===== config.mk =====
export PLATFORM = sky130hd
export DESIGN_NAME = gen_if_skid_stage
export DESIGN_NICKNAME = d
export VERILOG_FILES = /design/src/rtl/gen_if_pkg.sv /design/src/rtl/gen_if_skid_core.sv /design/src/rtl/gen_if_skid_stage.sv
export SDC_FILE = /design/constraint.sdc
export NUM_CORES = 1
export LEC_CHECK = 0
export CORE_UTILIZATION = 39
export DETAILED_ROUTE_END_ITERATION = 8
export GPL_TIMING_DRIVEN = 0
export PLACE_DENSITY_LB_ADDON = 0.12
export SLEW_MARGIN = 40
export SYNTH_ARGS = -nofsm -noshare
export SYNTH_HDL_FRONTEND = slang
export SYNTH_SLANG_ARGS = --single-unit

===== constraint.sdc =====
create_clock -name clk -period 1.6 [get_ports clk]
set_input_delay 0.24 -clock clk [delete_from_list [all_inputs] [get_ports clk]]
set_output_delay 0.24 -clock clk [all_outputs]
set_load 0.02 [all_outputs]

===== src/rtl/gen_if_pkg.sv =====
// Shared constants, skid FSM state type and the optional "+1" data transform
// used by every gen_if_skid_stage implementation.
package gen_if_pkg;

  localparam int MODE_PASS = 0;
  localparam int MODE_REG  = 1;
  localparam int MODE_SKID = 2;

  // Widest word inc_word can carry; callers zero-extend in and truncate out.
  localparam int INC_MAXW  = 256;

  typedef enum logic [1:0] {
    EMPTY = 2'd0,
    BUSY  = 2'd1,
    FULL  = 2'd2
  } skid_state_e;

  // Truncating the result back to the caller's width discards the carry,
  // so all-ones wraps to zero.
  function automatic logic [INC_MAXW-1:0] inc_word(input logic [INC_MAXW-1:0] w,
                                                    input logic              en);
    return en ? w + INC_MAXW'(1) : w;
  endfunction

endpackage


===== src/rtl/gen_if_skid_core.sv =====
// Full-throughput skid buffer: main + skid register, registered in_ready,
// no combinational path from the downstream side back to the upstream side.
module gen_if_skid_core
  import gen_if_pkg::*;
#(
  parameter int WIDTH = 8
) (
  input  logic             clk,
  input  logic             rst,
  input  logic             in_valid,
  output logic             in_ready,
  input  logic [WIDTH-1:0] in_data,
  output logic             out_valid,
  input  logic             out_ready,
  output logic [WIDTH-1:0] out_data
);

  skid_state_e      state_q, state_d;
  logic [WIDTH-1:0] main_q, skid_q;
  logic             rdy_q, vld_q;
  logic             push, pop;

  assign push = in_valid && rdy_q;
  assign pop  = vld_q && out_ready;

  always_comb begin
    state_d = state_q;
    case (state_q)
      EMPTY:   if (push) state_d = BUSY;
      BUSY: begin
        if (push && !pop)      state_d = FULL;
        else if (pop && !push) state_d = EMPTY;
      end
      FULL:    if (pop) state_d = BUSY;
      default: state_d = EMPTY;
    endcase
  end

  // rdy_q stays low through reset and rises on the first edge after release.
  always_ff @(posedge clk or posedge rst) begin
    if (rst) begin
      state_q <= EMPTY;
      vld_q   <= 1'b0;
      rdy_q   <= 1'b0;
      main_q  <= '0;
      skid_q  <= '0;
    end else begin
      state_q <= state_d;
      vld_q   <= (state_d != EMPTY);
      rdy_q   <= (state_d != FULL);
      case (state_q)
        EMPTY: if (push) main_q <= in_data;
        BUSY: begin
          if (push && pop) main_q <= in_data;
          else if (push)   skid_q <= in_data;
        end
        FULL:  if (pop) main_q <= skid_q;
        default: ;
      endcase
    end
  end

  assign in_ready  = rdy_q;
  assign out_valid = vld_q;
  assign out_data  = main_q;

endmodule


===== src/rtl/gen_if_skid_stage.sv =====
// Valid/ready pipeline stage; MODE picks pass-through, register slice or
// skid buffer, INC optionally adds one to every word passing through.
module gen_if_skid_stage
  import gen_if_pkg::*;
#(
  parameter int WIDTH = 8,
  parameter int MODE  = 2,
  parameter int INC   = 0
) (
  input  logic             clk,
  input  logic             rst,
  input  logic             in_valid,
  output logic             in_ready,
  input  logic [WIDTH-1:0] in_data,
  output logic             out_valid,
  input  logic             out_ready,
  output logic [WIDTH-1:0] out_data
);

  logic [WIDTH-1:0] xf_data;

  assign xf_data = WIDTH'(inc_word(INC_MAXW'(in_data), INC != 0));

  if (WIDTH < 1 || WIDTH > INC_MAXW) begin : g_bad_width
    $error("gen_if_skid_stage: WIDTH %0d out of range", WIDTH);
  end

  if (MODE == MODE_PASS) begin : g_pass
    logic unused_clk_rst;
    assign unused_clk_rst = clk ^ rst;
    assign out_valid      = in_valid;
    assign out_data       = xf_data;
    assign in_ready       = out_ready;

  end else if (MODE == MODE_REG) begin : g_reg
    logic             full_q;
    logic [WIDTH-1:0] data_q;
    logic             push, pop;

    assign in_ready = !full_q || out_ready;
    assign push     = in_valid && in_ready;
    assign pop      = full_q && out_ready;

    // A push during a pop overwrites the departing word and keeps full set.
    always_ff @(posedge clk or posedge rst) begin
      if (rst) begin
        full_q <= 1'b0;
        data_q <= '0;
      end else if (push) begin
        full_q <= 1'b1;
        data_q <= xf_data;
      end else if (pop) begin
        full_q <= 1'b0;
      end
    end

    assign out_valid = full_q;
    assign out_data  = data_q;

  end else if (MODE == MODE_SKID) begin : g_skid
    gen_if_skid_core #(.WIDTH(WIDTH)) u_core (
      .clk       (clk),
      .rst       (rst),
      .in_valid  (in_valid),
      .in_ready  (in_ready),
      .in_data   (xf_data),
      .out_valid (out_valid),
      .out_ready (out_ready),
      .out_data  (out_data)
    );

  end else begin : g_bad_mode
    $error("gen_if_skid_stage: illegal MODE %0d", MODE);
  end

endmodule


==> impl_metrics.env, run 1 <==
export IMPL_status="complete, no violations"
export IMPL_setup_viol=0
export IMPL_dr_total_vias=580
export IMPL_p_sw_share_pct=33.1
export IMPL_place_ws_ns=-0.215
export IMPL_p_clk_share_pct=9.8
export IMPL_port_buffers=21
export IMPL_p_total_w=0.00239
export IMPL_synth_yosys_seq_area_share_pct=54.1
export IMPL_synth_distinct_cells=19
export IMPL_grt_setup_unrepaired="false"
export IMPL_worst_slew_pin_slew_ns=0.420
export IMPL_clockBufferDepth=2
export IMPL_p_int_w=0.00160
export IMPL_synth_seq_cells=20
export IMPL_final_area_sq_um=1200
export IMPL_drive_above_1_share_pct=38.8
export IMPL_final_antenna_net_count=0
export IMPL_die_w_um=50.7
export IMPL_ys_flop_type="dfrtp_1"
export IMPL_clk_latency_ns=0.30
export IMPL_cts_sinks=20
export IMPL_cp_slowest_stage_delay_ns=0.61
export IMPL_yosys_area_share_simple_pct=5.95
export IMPL_critical_path_required_ns=1.36
export IMPL_max_slew_margin_pct=71.9
export IMPL_synth_most_common_cell="dfrtp_1"
export IMPL_ys_top_cells_by_count="20 x dfrtp_1, 16 x mux2_2, 8 x mux2_4"
export IMPL_synthesis_area_sq_um=926
export IMPL_avgSynthCellArea_sq_um=14.9
export IMPL_slew_violations=0
export IMPL_rows=17
export IMPL_grtUsageTotal_pct=14.7
export IMPL_wire_per_inst_um=13.9
export IMPL_reg2reg_from="g_skid.u_core.state_q[1]"
export IMPL_grt_pass1_wl_um=2700
export IMPL_dieArea_sq_um=2570
export IMPL_htreeDepth=1
export IMPL_arrival_ns=1.30
export IMPL_synthTopCellsByArea="dfrtp_1 54%, mux2_2 19%, mux2_4 13%"
export IMPL_min_path_type="primary input to async pin"
export IMPL_path_cells="clkdlybuf4s50_1"
export IMPL_setup_worst_path_end_class="output port"
export IMPL_post_dp_cell_area_sq_um=1170
export IMPL_syn_num_nets=74
export IMPL_ir_drop_mv=1.05
export IMPL_diodes=0
export IMPL_place_hpwl_um=1050
export IMPL_path_clk_slew_ns=0.11
export IMPL_viasPerCell=5.13
export IMPL_gp_congestion=0.783
export IMPL_coreArea_sq_um=2230
export IMPL_drc=0
export IMPL_p_comb_share_pct=52.0
export IMPL_timing_final_ws_setup_ns=0.0602
export IMPL_synth_top_family_by_area="multiplexers"
export IMPL_nets=99
export IMPL_fmax_ghz=0.649
export IMPL_grt_pass1_vias=556
export IMPL_synth_warnings=0
export IMPL_ff2ff_setup_slack_ns=0.10
export IMPL_use_met3_pct=1.82
export IMPL_areaGrowthSynthToFinish_pct=29.5
export IMPL_path_buf_inv=1
export IMPL_antenna_found_initial=0
export IMPL_critPathKind="flip-flop to output port"
export IMPL_met2_usage_pct=20.2
export IMPL_worst_clock_skew_ns=0.00451
export IMPL_min_period_ns=1.54
export IMPL_synth_top_area_share_pct=54.1
export IMPL_dr_pass1_iters=2
export IMPL_post_cts_setup_buffers=0
export IMPL_p_per_area_nw_per_um2=1990
export IMPL_hold_violations=0
export IMPL_start_kind="flip-flop"
export IMPL_drt_iter0_drc=3
export IMPL_cp_max_fo=4
export IMPL_startpoint="g_skid.u_core.in_ready"
export IMPL_busiest_layer="met1"
export IMPL_critPathTopFamily="buffers and inverters"
export IMPL_synth_area_leader_cell="dfrtp_1"
export IMPL_p_leak_nw=0.538
export IMPL_synthMuxAreaShare_pct=33.5
export IMPL_min_period_over_period_pct=96.2
export IMPL_crit_path_top_delay_cell="clkdlybuf4s50_1"
export IMPL_grt_overflow_total=0
export IMPL_net_switching_power_w=0.000789
export IMPL_synth_xor_area_share_pct=0
export IMPL_initial_core_util_pct=41.5
export IMPL_maxCapViolations=0
export IMPL_syn_instance_count=62
export IMPL_synth_edf_count=0
export IMPL_cts_tree="yes"
export IMPL_root_buffer="clkbuf_4"
export IMPL_synth_compound_area_share_pct=4.05
export IMPL_io_pins=22
export IMPL_grt_util_met1_pct=21.9
export IMPL_drt_total_wl_um=1580
export IMPL_synth_fa_ha_area_share_pct=0
export IMPL_cts_buffers=3
export IMPL_grt_max_degree=21
export IMPL_power_frac_seq_pct=38.2
export IMPL_ys_async_sr_fraction_pct=100
export IMPL_fp_dieH_um=50.7
## registers in the layout (all words and copies together), names as in the netlist
name                     count
g_skid.u_core.out_data       8
g_skid.u_core.skid_q         8
g_skid.u_core.state_q        2
g_skid.u_core.in_ready       1
g_skid.u_core.out_valid      1
## per-stage QoR
stage | std cells | hold slack (ns) | utilization (%) | TNS [ns]
after global placement | 111 | 0.483 | 52.4 | -2.79
after detailed placement | 111 | 0.490 | 52.4 | -3.05
after floorplan | 62 | 0.204 | - | 0
final | 113 | 0.242 | 53.7 | 0
after global routing | 113 | 0.305 | 53.7 | 0
after CTS | 113 | 0.392 | 53.3 | 0
## power by group through the flow
stage          sequential, W  clock (W)  combinational [W]
3_5_place_dp        0.000918          0            0.00125
4_1_cts             0.000912   0.000245            0.00125
5_1_grt             0.000947   0.000266            0.00134
6_report            0.000912   0.000234            0.00124
3_3_place_gp        0.000909          0            0.00124
2_1_floorplan        0.00105          0           0.000708
## cells in the final DEF (no fill, tap or decap), types with 3 or more instances in the layout
cell,n
dfrtp_1,19
clkbuf_4,3
mux2_2,16
mux2_4,8
clkdlybuf4s50_1,20
## cell type report
| type | count | area, sq um |
|---|---|---|
| fill | 195 | 1030 |
| sequential | 20 | 502 |
| multi-input combinational | 38 | 408 |
| timing repair buffer | 21 | 213 |
| tap | 28 | 35.0 |
| clock buffer | 3 | 22.5 |
| buffer | 1 | 11.3 |
| inverter | 2 | 7.51 |
## path summary, 6_finish.rpt
check	endpoint	cells past startpoint
max	in_ready	1
min	g_skid.u_core.out_data[0]	2
max reg2reg	g_skid.u_core.out_data[4]	4
min reg2reg	g_skid.u_core.skid_q[1]	1
max in group asynchronous	g_skid.u_core.state_q[1]	2
min in group clk	g_skid.u_core.skid_q[1]	1
## per-layer routing
layer,up-vias,share of wire [%]
li1,273,-
met1,286,50
met2,17,44
met3,4,4.1
met4,0,1.8
met5,-,0
## kinds of logic (layout without fill, tap and decap cells)
group | after synthesis | count (layout)
muxes | 25 | 25
DFF | 20 | 20
and+or+nand+nor | 8 | 8
AOI/OAI and AO/OA | 5 | 5
buffers and inverters | 4 | 27
## timing repair
item,in CTS,in global routing
gates resized for setup,0,4
setup endpoints to repair,8,17
endpoints found under the hold margin,0,0
hold buffers,0,0
No activity file was read; power rests on OpenSTA's default activity.
==> run 2, diff against run 1 <==
--- a/config.mk
+++ b/config.mk
@@ -6,6 +6,8 @@
 export NUM_CORES = 1
 export LEC_CHECK = 0
 export CORE_UTILIZATION = 39
+export CTS_CLUSTER_DIAMETER = 60
+export CTS_CLUSTER_SIZE = 12
 export DETAILED_ROUTE_END_ITERATION = 8
 export GPL_TIMING_DRIVEN = 0
 export PLACE_DENSITY_LB_ADDON = 0.12
==> results of run 2 <==
Final layout, timing and power as in run 1 (identical DEF).
==> run 3, diff against run 2 <==
--- a/config.mk
+++ b/config.mk
@@ -5,6 +5,7 @@
 export SDC_FILE = /design/constraint.sdc
 export NUM_CORES = 1
 export LEC_CHECK = 0
+export CORE_MARGIN = 3
 export CORE_UTILIZATION = 39
 export CTS_CLUSTER_DIAMETER = 60
 export CTS_CLUSTER_SIZE = 12
==> run 3 against run 2 <==
- worst setup slack better by 0.017 ns
- core utilization stayed put
- via count is 1.0% lower
- routed wire length is 6.1% higher
- global-route usage is 0.95 points lower
- die area is 16% higher
- cell area stayed put
- hold slack better by 0.019 ns
- register-to-register slack worse by 0.02 ns
- first-iteration DRC count stayed put
==> impl_metrics.env, run 3 (synthesis gave the netlist of run 1 again) <==
export IMPL_root_buffer="clkbuf_4"
export IMPL_place_ws_ns=-0.205
export IMPL_final_antenna_net_count=0
export IMPL_rr_worst_depth=4
export IMPL_maxCapViolations=0
export IMPL_tns_ns=0
export IMPL_critPathKind="flip-flop to output port"
export IMPL_layout_commonest_cell="clkdlybuf4s50_1"
export IMPL_gp_congestion=0.691
export IMPL_setup_viol=0
export IMPL_grt_pass1_vias=596
export IMPL_dr_total_vias=574
export IMPL_arrival_ns=1.28
export IMPL_grt_pass1_wl_um=2850
export IMPL_fillers=210
export IMPL_min_period_over_period_pct=95.2
export IMPL_slew_violations=0
export IMPL_grt_setup_unrepaired="false"
export IMPL_initial_core_util_pct=41.5
export IMPL_cts_buffers=3
export IMPL_post_dp_cell_area_sq_um=1170
export IMPL_ir_drop_mv=1.12
export IMPL_p_clk_share_pct=9.8
export IMPL_grtUsageTotal_pct=13.7
export IMPL_final_area_sq_um=1200
export IMPL_cp_max_fo=4
export IMPL_setup_worst_path_end_class="output port"
export IMPL_cts_tree="yes"
export IMPL_min_path_type="primary input to async pin"
export IMPL_critical_path_required_ns=1.36
export IMPL_hold_violations=0
export IMPL_path_buf_inv=1
export IMPL_cts_hold_buf=0
export IMPL_r2r_end="g_skid.u_core.out_data[7]"
export IMPL_p_comb_share_pct=52.3
export IMPL_drt_iter0_drc=3
export IMPL_drc=0
export IMPL_status="complete, no violations"
export IMPL_max_slew_margin_pct=52.9
export IMPL_fp_dieH_um=54.7
export IMPL_rows=17
export IMPL_coreArea_sq_um=2230
export IMPL_clk_latency_ns=0.29
export IMPL_final_core_util_pct=53.7
export IMPL_fin_cells=113
export IMPL_place_hpwl_um=1190
export IMPL_dr_pass1_iters=2
export IMPL_placed_cells=111
export IMPL_post_cts_setup_buffers=0
export IMPL_crit_path_top_delay_cell="clkdlybuf4s50_1"
export IMPL_start_kind="flip-flop"
export IMPL_cts_repair_resized=1
export IMPL_cp_depth=1
export IMPL_wire_per_inst_um=14.8
export IMPL_dieArea_sq_um=2990
export IMPL_min_period_ns=1.52
export IMPL_reg2reg_from="g_skid.u_core.state_q[1]"
export IMPL_grt_overflow_total=0
export IMPL_critPathTopFamily="buffers and inverters"
export IMPL_port_buffers=21
export IMPL_worst_slew_pin_slew_ns=0.703
export IMPL_viasPerCell=5.08
export IMPL_ff2ff_setup_slack_ns=0.08
export IMPL_die_w_um=54.7
export IMPL_path_clk_slew_ns=0.11
export IMPL_drive_above_1_share_pct=37.6
export IMPL_cp_slowest_stage_delay_ns=0.61
export IMPL_layout_common_cells="20 x clkdlybuf4s50_1, 19 x dfrtp_1, 16 x mux2_2, 8 x mux2_4, 3 x clkbuf_4"
export IMPL_clockBufferDepth=2
export IMPL_multi_input_area_sq_um=408
export IMPL_setup_worst_path_end="out_valid"
export IMPL_nets=99
export IMPL_cts_sinks=20
export IMPL_timing_final_ws_setup_ns=0.0775
export IMPL_power_frac_seq_pct=37.9
export IMPL_io_pins=22
export IMPL_diodes=0
export IMPL_drt_total_wl_um=1670
export IMPL_p_int_w=0.00160
export IMPL_grt_max_degree=21
export IMPL_p_per_area_nw_per_um2=2000
export IMPL_areaGrowthSynthToFinish_pct=29.5
export IMPL_worst_clock_skew_ns=0.00174
export IMPL_fmax_ghz=0.657
export IMPL_antenna_found_initial=0
export IMPL_p_leak_nw=0.529
export IMPL_startpoint="g_skid.u_core.out_valid"
export IMPL_net_switching_power_w=0.000804
export IMPL_path_cells="clkdlybuf4s50_1"
export IMPL_p_sw_share_pct=33.4
export IMPL_ff_latch_area_sq_um=502
export IMPL_htreeDepth=1
[run 3: cell count changes in the layout (fill, tap and decap cells not counted), sizes merged]
cell,before,now
clkinv,0,1
inv,2,1
[run 3: through the flow]
stage / hold slack (ns) / total power [W]
final: 0.261 / 0.00240
after floorplan: 0.204 / 0.00176
after detailed placement: 0.492 / 0.00219
after global placement: 0.482 / 0.00216
after CTS: 0.385 / 0.00243
after global routing: 0.292 / 0.00257
[run 3: area by class of cell]
type                    count  share of cell area, %
inverters                   2                  0.626
multi-input cells          38                   34.0
repair buffers             21                   17.7
flip-flops and latches     20                   41.9
plain buffers               1                  0.939
well taps                  28                   2.92
clock buffers               3                   1.88
[run 3: how the worst min path moves through the flow]
stage / from / cells after the start / end / slack [ns]
2_1_floorplan: rst / 1 / g_skid.u_core.in_ready / 0.20
3_3_place_gp: g_skid.u_core.skid_q[6] / 1 / g_skid.u_core.skid_q[6] / 0.48
3_5_place_dp: g_skid.u_core.skid_q[7] / 1 / g_skid.u_core.skid_q[7] / 0.49
4_1_cts: rst / 2 / g_skid.u_core.out_data[2] / 0.38
5_1_grt: rst / 2 / g_skid.u_core.out_data[1] / 0.29
6_report: rst / 2 / g_skid.u_core.skid_q[7] / 0.26
[run 3: routing by layer]
metal	share of wire, %	up-vias	GRT usage (%)
met5	0	-	0
met4	1.4	0	7.47
met3	5.1	4	3.54
met2	46	15	19.3
met1	48	282	19.0
li1	-	273	-
[run 3: power by group through the flow]
stage	sequential, W	combinational [W]	clock, W
after floorplan	0.00105	0.000708	0
after global placement	0.000908	0.00125	0
after detailed placement	0.000922	0.00127	0
after CTS	0.000914	0.00127	0.000244
after global routing	0.000955	0.00136	0.000263
final	0.000911	0.00126	0.000235
